===== src/rtl/mem_arbiter_if.sv =====
// One cache-style memory channel: request, write-data and read-response paths.
// The requester side uses the master modport; the side that serves requests uses slave.
interface mem_arbiter_if #(
    parameter int ADDR_BITS = 28,
    parameter int DATA_BITS = 128
);
    logic                   req_valid;
    logic                   req_ready;
    logic [ADDR_BITS-1:0]   req_addr;
    logic                   req_rw;
    logic                   req_data_valid;
    logic                   req_data_ready;
    logic [DATA_BITS-1:0]   req_data_bits;
    logic [DATA_BITS/8-1:0] req_data_mask;
    logic                   resp_valid;
    logic [DATA_BITS-1:0]   resp_data;

    modport master (
        output req_valid, req_addr, req_rw,
        output req_data_valid, req_data_bits, req_data_mask,
        input  req_ready, req_data_ready, resp_valid, resp_data
    );

    modport slave (
        input  req_valid, req_addr, req_rw,
        input  req_data_valid, req_data_bits, req_data_mask,
        output req_ready, req_data_ready, resp_valid, resp_data
    );
endinterface


===== src/rtl/mem_arbiter.sv =====
// Arbitrates icache and dcache memory channels onto one memory port, one
// transaction outstanding at a time, round-robin under contention.
module mem_arbiter #(
    parameter int ADDR_BITS  = 28,
    parameter int DATA_BITS  = 128,
    parameter int READ_BEATS = 4
) (
    input  logic          clk,
    input  logic          reset,
    mem_arbiter_if.slave  ic,
    mem_arbiter_if.slave  dc,
    mem_arbiter_if.master mem
);
    localparam int CNT_BITS = (READ_BEATS > 1) ? $clog2(READ_BEATS) : 1;
    localparam logic [CNT_BITS-1:0] LAST_BEAT = CNT_BITS'(READ_BEATS - 1);

    typedef enum logic [1:0] {IDLE, READ, WRITE} state_t;
    typedef enum logic {CL_IC = 1'b0, CL_DC = 1'b1} client_t;

    state_t              state, state_next;
    client_t             owner, owner_next;
    client_t             rr_last, rr_last_next;
    client_t             grant;
    logic [CNT_BITS-1:0] count, count_next;

    // NOTE: state registers use non-blocking assignments so every flop samples pre-edge values.
    always_ff @(posedge clk or posedge reset) begin
        if (reset) begin
            state   <= IDLE;
            owner   <= CL_IC;
            rr_last <= CL_IC;
            count   <= '0;
        end else begin
            state   <= state_next;
            owner   <= owner_next;
            rr_last <= rr_last_next;
            count   <= count_next;
        end
    end

    // NOTE: every signal written here gets a default first, so no path can infer a latch.
    always_comb begin
        state_next   = state;
        owner_next   = owner;
        rr_last_next = rr_last;
        count_next   = count;
        grant        = CL_IC;

        mem.req_valid      = 1'b0;
        mem.req_addr       = '0;
        mem.req_rw         = 1'b0;
        mem.req_data_valid = 1'b0;
        mem.req_data_bits  = '0;
        mem.req_data_mask  = '0;
        ic.req_ready       = 1'b0;
        ic.req_data_ready  = 1'b0;
        ic.resp_valid      = 1'b0;
        ic.resp_data       = mem.resp_data;
        dc.req_ready       = 1'b0;
        dc.req_data_ready  = 1'b0;
        dc.resp_valid      = 1'b0;
        dc.resp_data       = mem.resp_data;

        case (state)
            IDLE: begin
                if (ic.req_valid && dc.req_valid)
                    grant = (rr_last == CL_IC) ? CL_DC : CL_IC;
                else if (dc.req_valid)
                    grant = CL_DC;

                mem.req_valid = ic.req_valid || dc.req_valid;
                if (grant == CL_DC) begin
                    mem.req_addr = dc.req_addr;
                    mem.req_rw   = dc.req_rw;
                    dc.req_ready = mem.req_valid && mem.req_ready;
                end else begin
                    mem.req_addr = ic.req_addr;
                    mem.req_rw   = ic.req_rw;
                    ic.req_ready = mem.req_valid && mem.req_ready;
                end

                if (mem.req_valid && mem.req_ready) begin
                    owner_next   = grant;
                    rr_last_next = grant;
                    count_next   = '0;
                    state_next   = mem.req_rw ? WRITE : READ;
                end
            end

            READ: begin
                if (owner == CL_DC) dc.resp_valid = mem.resp_valid;
                else                ic.resp_valid = mem.resp_valid;

                if (mem.resp_valid) begin
                    if (count == LAST_BEAT) begin
                        count_next = '0;
                        state_next = IDLE;
                    end else begin
                        count_next = count + 1'b1;
                    end
                end
            end

            WRITE: begin
                if (owner == CL_DC) begin
                    mem.req_data_valid = dc.req_data_valid;
                    mem.req_data_bits  = dc.req_data_bits;
                    mem.req_data_mask  = dc.req_data_mask;
                    dc.req_data_ready  = mem.req_data_ready;
                end else begin
                    mem.req_data_valid = ic.req_data_valid;
                    mem.req_data_bits  = ic.req_data_bits;
                    mem.req_data_mask  = ic.req_data_mask;
                    ic.req_data_ready  = mem.req_data_ready;
                end
                if (mem.req_data_valid && mem.req_data_ready)
                    state_next = IDLE;
            end

            default: state_next = IDLE;
        endcase

        // Outputs are held quiet for the whole reset pulse, not just after the next edge.
        if (reset) begin
            mem.req_valid      = 1'b0;
            mem.req_addr       = '0;
            mem.req_rw         = 1'b0;
            mem.req_data_valid = 1'b0;
            mem.req_data_bits  = '0;
            mem.req_data_mask  = '0;
            ic.req_ready       = 1'b0;
            ic.req_data_ready  = 1'b0;
            ic.resp_valid      = 1'b0;
            ic.resp_data       = '0;
            dc.req_ready       = 1'b0;
            dc.req_data_ready  = 1'b0;
            dc.resp_valid      = 1'b0;
            dc.resp_data       = '0;
        end
    end
endmodule


===== src/flat_wrapper.sv =====
// flat-port wrapper written by rule: the top's interface ports become plain ports
module mem_arbiter_flat 
#(
    parameter int ADDR_BITS  = 28,
    parameter int DATA_BITS  = 128,
    parameter int READ_BEATS = 4
)
  (clk, reset, ic_req_valid, ic_req_addr, ic_req_rw, ic_req_data_valid, ic_req_data_bits, ic_req_data_mask, ic_req_ready, ic_req_data_ready, ic_resp_valid, ic_resp_data, dc_req_valid, dc_req_addr, dc_req_rw, dc_req_data_valid, dc_req_data_bits, dc_req_data_mask, dc_req_ready, dc_req_data_ready, dc_resp_valid, dc_resp_data, mem_req_valid, mem_req_addr, mem_req_rw, mem_req_data_valid, mem_req_data_bits, mem_req_data_mask, mem_req_ready, mem_req_data_ready, mem_resp_valid, mem_resp_data);
  mem_arbiter_if #(.ADDR_BITS(ADDR_BITS), .DATA_BITS(DATA_BITS)) ic_i ();
  mem_arbiter_if #(.ADDR_BITS(ADDR_BITS), .DATA_BITS(DATA_BITS)) dc_i ();
  mem_arbiter_if #(.ADDR_BITS(ADDR_BITS), .DATA_BITS(DATA_BITS)) mem_i ();
  input  logic clk;
  input  logic reset;
  input wire logic [$bits(ic_i.req_valid)-1:0] ic_req_valid;
  input wire logic [$bits(ic_i.req_addr)-1:0] ic_req_addr;
  input wire logic [$bits(ic_i.req_rw)-1:0] ic_req_rw;
  input wire logic [$bits(ic_i.req_data_valid)-1:0] ic_req_data_valid;
  input wire logic [$bits(ic_i.req_data_bits)-1:0] ic_req_data_bits;
  input wire logic [$bits(ic_i.req_data_mask)-1:0] ic_req_data_mask;
  output wire logic [$bits(ic_i.req_ready)-1:0] ic_req_ready;
  output wire logic [$bits(ic_i.req_data_ready)-1:0] ic_req_data_ready;
  output wire logic [$bits(ic_i.resp_valid)-1:0] ic_resp_valid;
  output wire logic [$bits(ic_i.resp_data)-1:0] ic_resp_data;
  input wire logic [$bits(dc_i.req_valid)-1:0] dc_req_valid;
  input wire logic [$bits(dc_i.req_addr)-1:0] dc_req_addr;
  input wire logic [$bits(dc_i.req_rw)-1:0] dc_req_rw;
  input wire logic [$bits(dc_i.req_data_valid)-1:0] dc_req_data_valid;
  input wire logic [$bits(dc_i.req_data_bits)-1:0] dc_req_data_bits;
  input wire logic [$bits(dc_i.req_data_mask)-1:0] dc_req_data_mask;
  output wire logic [$bits(dc_i.req_ready)-1:0] dc_req_ready;
  output wire logic [$bits(dc_i.req_data_ready)-1:0] dc_req_data_ready;
  output wire logic [$bits(dc_i.resp_valid)-1:0] dc_resp_valid;
  output wire logic [$bits(dc_i.resp_data)-1:0] dc_resp_data;
  output wire logic [$bits(mem_i.req_valid)-1:0] mem_req_valid;
  output wire logic [$bits(mem_i.req_addr)-1:0] mem_req_addr;
  output wire logic [$bits(mem_i.req_rw)-1:0] mem_req_rw;
  output wire logic [$bits(mem_i.req_data_valid)-1:0] mem_req_data_valid;
  output wire logic [$bits(mem_i.req_data_bits)-1:0] mem_req_data_bits;
  output wire logic [$bits(mem_i.req_data_mask)-1:0] mem_req_data_mask;
  input wire logic [$bits(mem_i.req_ready)-1:0] mem_req_ready;
  input wire logic [$bits(mem_i.req_data_ready)-1:0] mem_req_data_ready;
  input wire logic [$bits(mem_i.resp_valid)-1:0] mem_resp_valid;
  input wire logic [$bits(mem_i.resp_data)-1:0] mem_resp_data;
  assign ic_i.req_valid = ic_req_valid;
  assign ic_i.req_addr = ic_req_addr;
  assign ic_i.req_rw = ic_req_rw;
  assign ic_i.req_data_valid = ic_req_data_valid;
  assign ic_i.req_data_bits = ic_req_data_bits;
  assign ic_i.req_data_mask = ic_req_data_mask;
  assign ic_req_ready = ic_i.req_ready;
  assign ic_req_data_ready = ic_i.req_data_ready;
  assign ic_resp_valid = ic_i.resp_valid;
  assign ic_resp_data = ic_i.resp_data;
  assign dc_i.req_valid = dc_req_valid;
  assign dc_i.req_addr = dc_req_addr;
  assign dc_i.req_rw = dc_req_rw;
  assign dc_i.req_data_valid = dc_req_data_valid;
  assign dc_i.req_data_bits = dc_req_data_bits;
  assign dc_i.req_data_mask = dc_req_data_mask;
  assign dc_req_ready = dc_i.req_ready;
  assign dc_req_data_ready = dc_i.req_data_ready;
  assign dc_resp_valid = dc_i.resp_valid;
  assign dc_resp_data = dc_i.resp_data;
  assign mem_req_valid = mem_i.req_valid;
  assign mem_req_addr = mem_i.req_addr;
  assign mem_req_rw = mem_i.req_rw;
  assign mem_req_data_valid = mem_i.req_data_valid;
  assign mem_req_data_bits = mem_i.req_data_bits;
  assign mem_req_data_mask = mem_i.req_data_mask;
  assign mem_i.req_ready = mem_req_ready;
  assign mem_i.req_data_ready = mem_req_data_ready;
  assign mem_i.resp_valid = mem_resp_valid;
  assign mem_i.resp_data = mem_resp_data;
  mem_arbiter #(.ADDR_BITS(ADDR_BITS), .DATA_BITS(DATA_BITS), .READ_BEATS(READ_BEATS)) u_core (.clk(clk), .reset(reset), .ic(ic_i), .dc(dc_i), .mem(mem_i));
endmodule

===== config.mk =====
export PLATFORM = sky130hd
export DESIGN_NAME = mem_arbiter_flat
export DESIGN_NICKNAME = d
export VERILOG_FILES = /design/src/rtl/mem_arbiter_if.sv /design/src/rtl/mem_arbiter.sv /design/src/flat_wrapper.sv
export SDC_FILE = /design/constraint.sdc
export NUM_CORES = 1
export LEC_CHECK = 0
export ABC_AREA = 1
export CAP_MARGIN = 20
export CORE_AREA = 8 8 349 351
export DETAILED_ROUTE_END_ITERATION = 16
export DIE_AREA = 0 0 357 359
export DONT_BUFFER_PORTS = 1
export GPL_ROUTABILITY_DRIVEN = 0
export GPL_TIMING_DRIVEN = 0
export SLEW_MARGIN = 20
export SYNTH_ARGS = -nofsm -noshare
export SYNTH_HDL_FRONTEND = slang
export SYNTH_SLANG_ARGS = --single-unit

===== constraint.sdc =====
create_clock -name clk -period 2.8 [get_ports clk]
set_input_delay 0.7 -clock clk [delete_from_list [all_inputs] [get_ports clk]]
set_output_delay 0.7 -clock clk [all_outputs]
set_load 0.02 [all_outputs]

==> metrics.log, run 1 <==
[metrics] outcome: finished with violations
[metrics] area used by multi-input combinational logic: 0.00490 sq mm
[metrics] Finish-stage setup viols: 26
[metrics] Hold Crit Class: in -> async
[metrics] ratio of final minimum period to clock period: 105%
[metrics] tightest hold margin: 0.426 ns
[metrics] WS Path Type: in -> out
[metrics] CTS Buf Count: 3
[metrics] H-Tree Level Count: 1
[metrics] yosys warns: 0
[metrics] fill cell instance count of the final layout: 13700
[metrics] synthesis-to-layout area growth: 87.7%
[metrics] power density over cell area: 557 mW/mm^2
[metrics] most common cell after layout, fill and taps aside: sky130_fd_sc_hd__nand2_1
[metrics] number of non-filler instances in the completed layout: 2604
[metrics] die area: 0.128 sq mm
[metrics] row count: 126
[metrics] largest net degree at the start of global routing: 11
[metrics] total congestion overflow: 0
[metrics] fraction of final layout cells with drive strength greater than 1: 44.9%
[metrics] commonest non-fill, non-tap cells in the layout: sky130_fd_sc_hd__nand2_1 (308), sky130_fd_sc_hd__buf_4 (139), sky130_fd_sc_hd__inv_1 (137), sky130_fd_sc_hd__a21oi_4 (94), sky130_fd_sc_hd__nor2_4 (75)
[metrics] number of global-route vias before repair: 7555
[metrics] clock slew seen by the registers of the worst setup and hold paths: 0.04 ns
[metrics] net count of the mapped netlist: 1520
[metrics] die extent in x: 357 um
[metrics] cell count after placement: 2581
[metrics] data required time at the worst endpoint: 2.10 ns
[metrics] quantity of I/O buffers inserted on ports: 0
[metrics] die height: 359 um
[metrics] wire length reported by the detailed router: 101000 um
[metrics] CP Launch Type: input port
[metrics] HPWL Detailed: 94700 um
[metrics] clock latency of the later-clocked register in the worst-skew pair: 0.23 ns
[metrics] Final Slew Violations: 0
[metrics] setup repair after global routing missed its margin: true
[metrics] GRT Resource Usage Total: 14.7%
[metrics] Detailed Route Iter0 Violations: 614
[metrics] number of nets with antenna violations after routing: 0
[metrics] number of failing hold endpoints at the final stage: 0
[metrics] Leakage: 3.32 nW
[metrics] Vias per Instance: 2.88
[metrics] area inside the core boundary: 0.117 sq mm
[metrics] Initial DRT Pass Iterations: 5
[metrics] failing checks: negative setup slack
[metrics] clock root cell: sky130_fd_sc_hd__clkbuf_16
[metrics] kind of end point of the critical path: output port
[metrics] starting density of the core: 4.19%
[metrics] mean routed wirelength per cell: 38.7 um
[metrics] upper clock frequency limit: 340 MHz
[metrics] maximum buffer depth of the clock tree: 2
[metrics] proportion of synthesized chip area in sequential cells: 2.56%
[metrics] Critical path origin: reset
[metrics] TritonCTS clock tree: built
[metrics] final critical delay including setup and external delays: 2.94 ns
[metrics] number of top-level design ports: 920
[metrics] net count of the finished layout: 1535
[metrics] endpoint arrival time on the critical path: 2.24 ns
[metrics] CTS sink cnt: 5
[metrics] number of unique standard cell types used by synthesis: 19
[metrics] post-detailed-route DRC marker count: 0
[metrics] relative slew slack: 30.5%
[metrics] maxcap violations: 0
[metrics] final standard cell utilization of the core: 7.86%
[metrics] total of hold buffers inserted after clock tree synthesis: 0
[metrics] global-route wire length before repair: 117000 um
[metrics] Worst R2R Start: u_core.owner
[metrics] Worst Setup Slack, final: -0.140 ns
[metrics] worst clock skew: 0.000631 ns
[metrics] synthesized area: 0.00488 sq mm
[metrics] Max FO, Critical Path: 10
[metrics] overall via count from detail_route: 7512
[metrics] register bit count reported by yosys: 5
[metrics] sum of internal, switching and leakage power: 0.00511 W
[metrics] register area: 126 sq um
[metrics] antenna violations before repair: 38
[metrics] peak supply drop: 0.262 mV
[metrics] mean post-synth cell area: 4.71 sq um
[metrics] slew at the pin closest to its max-slew limit: 1.03 ns
[metrics] synthesized instance count: 1036
repair_timing:
item,CTS,global route
setup buffers,0,1
endpoints found under the setup margin,308,84
resized for setup,358,62
pin swaps,15,1
report_power, final:
group          switching, W  internal (W)
combinational       0.00373      0.000981
clock             0.0000531      0.000189
sequential        0.0000428      0.000107
critical path, cell delays in order:
cell	delay, ns
sky130_fd_sc_hd__buf_6	0.17
sky130_fd_sc_hd__clkbuf_1	0.73
sky130_fd_sc_hd__nor2_2	0.35
sky130_fd_sc_hd__buf_4	0.27
final cells by class:
cell class	count	share of cell area, %
Clock buffer	4	0.860
Antenna cell	18	0.491
Buffer	199	16.3
Tap cell	1536	21.0
Inverter	141	5.79
Multi-Input combinational cell	691	53.4
Sequential cell	5	1.38
Timing Repair Buffer	10	0.819
cell usage after synthesis:
cell type                  number  area, sq um
sky130_fd_sc_hd__clkbuf_1      11         41.3
sky130_fd_sc_hd__ha_1           1         12.5
sky130_fd_sc_hd__nor3_2        10          100
sky130_fd_sc_hd__nand2_4        1         11.3
sky130_fd_sc_hd__nand3_1        5         25.0
sky130_fd_sc_hd__nor2_2         1         6.26
sky130_fd_sc_hd__nor2_1       192          721
sky130_fd_sc_hd__nor3_1        22          110
sky130_fd_sc_hd__inv_1        137          514
sky130_fd_sc_hd__buf_4        129          968
sky130_fd_sc_hd__clkinv_2       1         5.00
sky130_fd_sc_hd__nand2_1      309         1160
sky130_fd_sc_hd__o21ai_0        1         5.00
sky130_fd_sc_hd__a21oi_1      147          736
sky130_fd_sc_hd__buf_2         55          275
sky130_fd_sc_hd__buf_6          4         45.0
sky130_fd_sc_hd__nor4_1         2         12.5
sky130_fd_sc_hd__inv_2          3         11.3
sky130_fd_sc_hd__dfrtp_1        5          125
flip-flops by register name, indices dropped and copies added (netlist names):
register      cells
u_core.count      2
u_core.state      2
u_core.owner      1
cells by family (layout without fill, tap and decap cells):
group / count (synthesis) / after routing / synth area share [%]
other cells: 0 / 18 / 0
flops: 5 / 5 / 2.56
fa+ha+maj: 1 / 1 / 0.256
compound gates: 148 / 148 / 15.2
simple gates: 542 / 542 / 43.9
buf+inv: 340 / 354 / 38.1
metal layers:
metal  wire length [um]  global-route usage (%)  vias up
li1                   -                       -     3048
met1              35300                    15.4     3630
met2              45400                    24.0      727
met3              18300                    11.8       85
met4               1740                    1.20       22
met5                143                       0        -
worst paths after layout:
| check | cells after the start | endpoint | slack [ns] |
|---|---|---|---|
| worst max-delay path | 4 | ic_resp_data[33] | -0.14 |
| worst min-delay path | 2 | u_core.state[1] | 0.43 |
| worst max register to register | 4 | u_core.owner | 1.42 |
| worst min register to register | 2 | u_core.count[1] | 0.53 |
| max in group asynchronous | 2 | u_core.owner | 2.20 |
| min in group clk | 2 | u_core.count[1] | 0.53 |
per-stage QoR:
| step | setup slack, ns | TNS [ns] | area (sq um) |
|---|---|---|---|
| detailed placement | -0.782 | -72.06 | 7140 |
| global placement | -0.986 | -106.10 | 6810 |
| global route | -0.296 | -4.57 | 9130 |
| finish | -0.140 | -1.74 | 9170 |
| floorplan | 0.382 | 0 | 4880 |
| CTS | -0.212 | -2.42 | 8830 |
Power figures use the tool's default switching activity.
==> run 2, diff against run 1 <==
--- a/config.mk
+++ b/config.mk
@@ -5,15 +5,12 @@
 export SDC_FILE = /design/constraint.sdc
 export NUM_CORES = 1
 export LEC_CHECK = 0
-export ABC_AREA = 1
 export CAP_MARGIN = 20
 export CORE_AREA = 8 8 349 351
 export DETAILED_ROUTE_END_ITERATION = 16
 export DIE_AREA = 0 0 357 359
 export DONT_BUFFER_PORTS = 1
 export GPL_ROUTABILITY_DRIVEN = 0
-export GPL_TIMING_DRIVEN = 0
-export SLEW_MARGIN = 20
 export SYNTH_ARGS = -nofsm -noshare
 export SYNTH_HDL_FRONTEND = slang
 export SYNTH_SLANG_ARGS = --single-unit
==> run 2 against run 1 <==
The flow now finishes without violations. Combinational power fell by 11%. Wire length fell by 5.5%. Total power fell by 10%. Global-route usage fell by 0.81 points. Register-to-register slack got worse by 0.48 ns. Cell count fell by 6.6%. Critical path type unchanged. Highest routed layer unchanged.
==> metrics.log, run 2 <==
[metrics] outcome: finished clean
[metrics] data required time at the worst endpoint: 2.10 ns
[metrics] top-count cell post-synth: sky130_fd_sc_hd__nor2_1
[metrics] endpoint arrival time on the critical path: 2.03 ns
[metrics] net count of the finished layout: 1376
[metrics] Yosys top cell by area: sky130_fd_sc_hd__mux2i_1
[metrics] CTS Buf Count: 3
[metrics] highest metal layer with signal wires: met5
[metrics] row count: 126
[metrics] Met2 Routed Length: 41600 um
[metrics] Initial DRT Pass Iterations: 5
[metrics] fraction of final layout cells with drive strength greater than 1: 45.2%
[metrics] antenna violations before repair: 61
[metrics] Max FO, Critical Path: 131
[metrics] GRT Resource Usage Total: 13.9%
[metrics] starting density of the core: 4.19%
[metrics] upper clock frequency limit: 366 MHz
[metrics] CP Launch Type: input port
[metrics] Worst Setup Slack, final: 0.0666 ns
[metrics] synthesized area: 0.00488 sq mm
[metrics] most common cell after layout, fill and taps aside: sky130_fd_sc_hd__buf_4
[metrics] area inside the core boundary: 0.117 sq mm
[metrics] net count of the mapped netlist: 1214
[metrics] wire length on met3: 23000 um
[metrics] yosys warns: 0
[metrics] Post-synth EDFFs: 0
[metrics] CTS sink cnt: 5
[metrics] number of buffers added for setup after CTS: 0
[metrics] kind of end point of the critical path: output port
[metrics] maximum buffer depth of the clock tree: 2
[metrics] worst clock skew: 0.00187 ns
[metrics] number of top-level design ports: 920
[metrics] TritonCTS clock tree: built
[metrics] clock root cell: sky130_fd_sc_hd__clkbuf_16
[metrics] final critical delay including setup and external delays: 2.73 ns
[metrics] worst-case reg-to-reg path depth: 4
[metrics] Top Registers: u_core.count (2), u_core.state (2), u_core.owner (1)
[metrics] ratio of final minimum period to clock period: 97.6%
[metrics] total negative slack for setup checks: 0 ns
[metrics] mean post-synth cell area: 6.69 sq um
[metrics] register bit count reported by yosys: 5
[metrics] Leakage: 3.57 nW
[metrics] peak supply drop: 0.323 mV
[metrics] clock latency of the later-clocked register in the worst-skew pair: 0.23 ns
[metrics] number of global-route vias before repair: 5988
[metrics] die area: 0.128 sq mm
[metrics] largest net degree at the start of global routing: 132
[metrics] clock slew seen by the registers of the worst setup and hold paths: 0.03 ns
[metrics] number of unique standard cell types used by synthesis: 27
[metrics] mean routed wirelength per cell: 39.2 um
[metrics] slew at the pin closest to its max-slew limit: 0.522 ns
[metrics] quantity of I/O buffers inserted on ports: 0
[metrics] sum of internal, switching and leakage power: 0.00459 W
[metrics] predominant post-synthesis flop cell: sky130_fd_sc_hd__dfrtp_1
[metrics] Final Slew Violations: 0
[metrics] synthesized instance count: 730
[metrics] total congestion overflow: 0
[metrics] maxcap violations: 0
[metrics] tightest hold margin: 0.545 ns
[metrics] total of hold buffers inserted after clock tree synthesis: 0
[metrics] Detailed Route Iter0 Violations: 425
[metrics] number of gates resized after cts: 0
[metrics] wire length reported by the detailed router: 95300 um
[metrics] relative slew slack: 65.1%
[metrics] die height: 359 um
[metrics] Vias per Instance: 2.49
[metrics] number of nets with antenna violations after routing: 0
[metrics] number of failing hold endpoints at the final stage: 0
[metrics] WS Path Type: in -> out
[metrics] H-Tree Level Count: 1
[metrics] Finish-stage setup viols: 0
[metrics] number of non-filler instances in the completed layout: 2433
[metrics] Hold Crit Class: in -> async
[metrics] Async SR Flop Fraction: 100%
[metrics] synthesis-to-layout area growth: 74.9%
[metrics] proportion of synthesized chip area in sequential cells: 2.56%
[metrics] worst slack at placement: 0.286 ns
[metrics] cell types with the largest area share after synthesis: sky130_fd_sc_hd__mux2i_1 (30%), sky130_fd_sc_hd__buf_4 (22%), sky130_fd_sc_hd__nor2b_1 (16%)
[metrics] setup repair after global routing missed its margin: false
[metrics] die extent in x: 357 um
[metrics] commonest non-fill, non-tap cells in the layout: sky130_fd_sc_hd__buf_4 (316), sky130_fd_sc_hd__nor2_1 (149), sky130_fd_sc_hd__mux2i_1 (147), sky130_fd_sc_hd__nor2b_1 (79), sky130_fd_sc_hd__nand2_1 (59)
[metrics] post-detailed-route DRC marker count: 0
[metrics] HPWL Detailed: 90300 um
[metrics] detailed-routing wirelength on met1: 29700 um
[metrics] top-area cell type share of the netlist area: 30.1%
[metrics] cell count after placement: 2423
[metrics] global-route wire length before repair: 110000 um
[metrics] power density over cell area: 537 mW/mm^2
[metrics] top post-synthesis cells by count: sky130_fd_sc_hd__nor2_1 (149), sky130_fd_sc_hd__mux2i_1 (147), sky130_fd_sc_hd__buf_4 (143)
[metrics] overall via count from detail_route: 6050
[run 2: kinds of logic (layout without fill, tap and decap cells)]
kind of cell | after synthesis | after routing | share of synthesized area, %
AND/OR/NAND/NOR | 351 | 351 | 34.2
buffers and inverters | 189 | 350 | 28.5
multiplexers | 147 | 147 | 30.1
AO/OA/AOI/OAI | 37 | 37 | 4.33
flip-flops | 5 | 5 | 2.56
adder cells (fa/ha/maj) | 1 | 1 | 0.256
other | 0 | 6 | 0
[run 2: power by group]
part	internal [W]	switching, W
clock	0.000187	0.0000519
combinational	0.00150	0.00266
sequential	0.000111	0.0000723
total	0.00180	0.00279
[run 2: worst paths after layout]
kind	endpoint	slack [ns]	start
worst max-delay path	mem_req_data_bits[101]	0.07	reset
worst min-delay path	u_core.count[0]	0.54	reset
worst max register to register	u_core.state[1]	0.94	u_core.owner
worst min register to register	u_core.count[1]	0.56	u_core.count[1]
max in group asynchronous	u_core.state[1]	1.91	reset
min in group clk	u_core.count[1]	0.56	u_core.count[1]
[run 2: stage by stage]
stage	utilization (%)	area, sq um
after floorplan	-	4880
after global placement	7.24	8440
after detailed placement	7.24	8440
after CTS	7.31	8520
after global routing	7.31	8520
final	7.32	8540
[run 2: worst max-delay path: stages]
cell and delay (ns):
sky130_fd_sc_hd__inv_1 0.30, sky130_fd_sc_hd__nand2_4 0.19, sky130_fd_sc_hd__buf_12 0.22, sky130_fd_sc_hd__nor2_1 0.23, sky130_fd_sc_hd__buf_12 0.17
[run 2: layout make-up]
cell class | instances | area, sq um
Fill cell | 13800 | 108000
Multi-Input combinational cell | 536 | 3510
Clock inverter | 1 | 5.00
Timing Repair Buffer | 341 | 2860
Inverter | 5 | 18.8
Sequential cell | 5 | 129
Clock buffer | 3 | 75.1
Antenna cell | 6 | 15.0
Tap cell | 1536 | 1920
[run 2: routing by layer]
layer	global-route usage [%]	vias to the layer above
met2	21.9	582
li1	-	2540
met4	0.443	64
met3	15.7	122
met5	0	-
met1	12.6	2742
==> run 3, diff against run 2 <==
--- a/config.mk
+++ b/config.mk
@@ -5,6 +5,7 @@
 export SDC_FILE = /design/constraint.sdc
 export NUM_CORES = 1
 export LEC_CHECK = 0
+export ABC_AREA = 1
 export CAP_MARGIN = 20
 export CORE_AREA = 8 8 349 351
 export DETAILED_ROUTE_END_ITERATION = 16
==> constraint.sdc (replaced) <==
create_clock -name clk -period 2.8 [get_ports clk]
set_input_delay 0.56 -clock clk [delete_from_list [all_inputs] [get_ports clk]]
set_output_delay 0.56 -clock clk [all_outputs]
set_load 0.02 [all_outputs]
==> run 3 against run 2 <==
Total power decreased by 4.5%. Register-to-register slack lost 0.05 ns. Combinational power down 4%. Sequential cell count unchanged. Final area shrank 0.44%. Maximum frequency up 4.1%. Utilization is essentially flat. Via count rose by 28%. Setup slack improved by 0.11 ns. Hold slack got worse by 0.36 ns. Clock skew fell by 0.00087 ns.
==> metrics.log, run 3 (synthesized netlist as in run 1, its figures left out) <==
[metrics] outcome: finished clean
[metrics] global-route wire length before repair: 113000 um
[metrics] Cell Chain, Critical Path: buf_4, inv_6, buf_12, nand2_1, a21oi_1, buf_4
[metrics] CP Launch Type: register
[metrics] longest individual stage delay on the worst path: 0.48 ns
[metrics] final critical delay including setup and external delays: 2.62 ns
[metrics] post-detailed-route DRC marker count: 0
[metrics] total negative slack for setup checks: 0 ns
[metrics] endpoint arrival time on the critical path: 2.06 ns
[metrics] Switching Share: 69.0%
[metrics] Initial DRT Pass Iterations: 5
[metrics] Max FO, Critical Path: 25
[metrics] ratio of final minimum period to clock period: 93.7%
[metrics] largest net degree at the start of global routing: 137
[metrics] mean routed wirelength per cell: 35.8 um
[metrics] die extent in x: 357 um
[metrics] CTS sink cnt: 5
[metrics] Net Switching: 0.00302 W
[metrics] Vias per Instance: 2.82
[metrics] row count: 126
[metrics] Final Slew Violations: 0
[metrics] total congestion overflow: 0
[metrics] setup repair after global routing missed its margin: false
[metrics] peak supply drop: 0.302 mV
[metrics] wire length reported by the detailed router: 97900 um
[metrics] number of nets with antenna violations after routing: 0
[metrics] upper clock frequency limit: 381 MHz
[metrics] quantity of I/O buffers inserted on ports: 0
[metrics] maxcap violations: 0
[metrics] placed instance area: 0.00838 sq mm
[metrics] TritonCTS clock tree: built
[metrics] most common cell after layout, fill and taps aside: sky130_fd_sc_hd__buf_4
[metrics] final standard cell utilization of the core: 7.29%
[metrics] overall via count from detail_route: 7717
[metrics] total of hold buffers inserted after clock tree synthesis: 0
[metrics] data required time at the worst endpoint: 2.24 ns
[metrics] most prevalent standard cell on the critical path: sky130_fd_sc_hd__buf_4
[metrics] CTS Buf Count: 3
[metrics] fraction of power consumed by combinational cells: 91.5%
[metrics] GRT Resource Usage Total: 14.2%
[metrics] area inside the core boundary: 0.117 sq mm
[metrics] sequential group share of total power: 3.2%
[metrics] worst clock skew: 0.000995 ns
[metrics] fraction of power consumed by the clock network: 5.3%
[metrics] starting density of the core: 4.19%
[metrics] Top Registers: u_core.count (2), u_core.state (2), u_core.owner (1)
[metrics] clock slew seen by the registers of the worst setup and hold paths: 0.03 ns
[metrics] relative slew slack: 52.7%
[metrics] power density over cell area: 515 mW/mm^2
[metrics] clock root cell: sky130_fd_sc_hd__clkbuf_16
[metrics] worst-case reg-to-reg path depth: 10
[metrics] synthesis-to-layout area growth: 74.1%
[metrics] Detailed Route Iter0 Violations: 898
[metrics] WS Path Type: reg -> out
[metrics] net count of the finished layout: 1664
[metrics] H-Tree Level Count: 1
[metrics] kind of end point of the critical path: output port
[metrics] number of failing hold endpoints at the final stage: 0
[metrics] maximum buffer depth of the clock tree: 2
[metrics] Leakage: 4.01 nW
[metrics] Finish-stage setup viols: 0
[metrics] die area: 0.128 sq mm
[metrics] clock latency of the later-clocked register in the worst-skew pair: 0.23 ns
[metrics] post-route cell area: 0.00850 sq mm
[metrics] fraction of final layout cells with drive strength greater than 1: 34.2%
[metrics] slew at the pin closest to its max-slew limit: 0.710 ns
[metrics] die height: 359 um
[metrics] HPWL Detailed: 92700 um
[metrics] antenna violations before repair: 63
[metrics] number of global-route vias before repair: 7481
[metrics] Int Pwr: 0.00136 W
[metrics] number of top-level design ports: 920
[metrics] Hold Crit Class: in -> async
[metrics] commonest non-fill, non-tap cells in the layout: sky130_fd_sc_hd__buf_4 (319), sky130_fd_sc_hd__nand2_1 (308), sky130_fd_sc_hd__nor2_1 (157), sky130_fd_sc_hd__a21oi_1 (140), sky130_fd_sc_hd__inv_1 (137)
[metrics] CP max-delay cell: sky130_fd_sc_hd__dfrtp_4
-- run 3: cell count changes in the layout (fill, tap and decap cells not counted), moves of 50 or more --
cell,before,now
sky130_fd_sc_hd__a21oi_1,28,140
sky130_fd_sc_hd__inv_1,5,137
sky130_fd_sc_hd__mux2i_1,147,0
sky130_fd_sc_hd__nand2_1,59,308
sky130_fd_sc_hd__nor2b_1,79,0
sky130_fd_sc_hd__nor2b_2,50,0
-- run 3: layer usage --
layer / wire (um) / track usage, %
met1: 31500 / 13.6
met2: 43200 / 22.7
met3: 21800 / 14.3
met4: 1090 / 1.10
met5: 426 / 0
-- run 3: worst max-delay path: cells and delay by family, from the launching register on --
family                 cells  cell delay [ns]
DFF                        1             0.48
buffers and inverters      4             0.89
AOI/OAI and AO/OA          1             0.30
and+or+nand+nor            1             0.12
-- run 3: power groups by stage --
stage	Sequential, W	Clock [W]	Combinational, W
2_1_floorplan	0.000130	0	0.00217
3_3_place_gp	0.000136	0	0.00408
3_5_place_dp	0.000138	0	0.00414
4_1_cts	0.000137	0.000236	0.00415
5_1_grt	0.000142	0.000245	0.00431
6_report	0.000139	0.000234	0.00401
-- run 3: cell type report --
type	instances	area [sq um]
antenna	18	45.0
inverter	141	536
multi-input combinational	691	3040
fill	13900	108000
timing repair buffer	338	2760
tap	1536	1920
clock buffer	4	78.8
sequential	5	129
-- run 3: repair_timing --
item | 4_1_cts | 5_1_grt
setup buffers | 0 | 0
resized for setup | 1 | 0
endpoints found under the setup margin | 1 | 0
-- run 3: metrics by stage --
stage	total power (W)	hold slack [ns]	worst slack, ns	instances
global placement	0.00421	0.374	0.0319	2711
floorplan	0.00230	0.443	0.662	1036
finish	0.00438	0.188	0.175	2733
global route	0.00470	0.162	0.0180	2716
detailed placement	0.00427	0.383	0.0201	2711
CTS	0.00453	0.149	0.103	2715
-- run 3: path summary, 6_finish.rpt --
path                            startpoint               endpoint  slack [ns]
setup / recovery              u_core.owner  mem_req_data_bits[29]        0.18
hold / removal                       reset        u_core.state[1]        0.19
setup reg to reg              u_core.owner        u_core.state[0]        0.89
hold reg to reg            u_core.count[1]        u_core.count[1]        0.54
max in group asynchronous            reset           u_core.owner        2.44
min in group clk           u_core.count[1]        u_core.count[1]        0.54
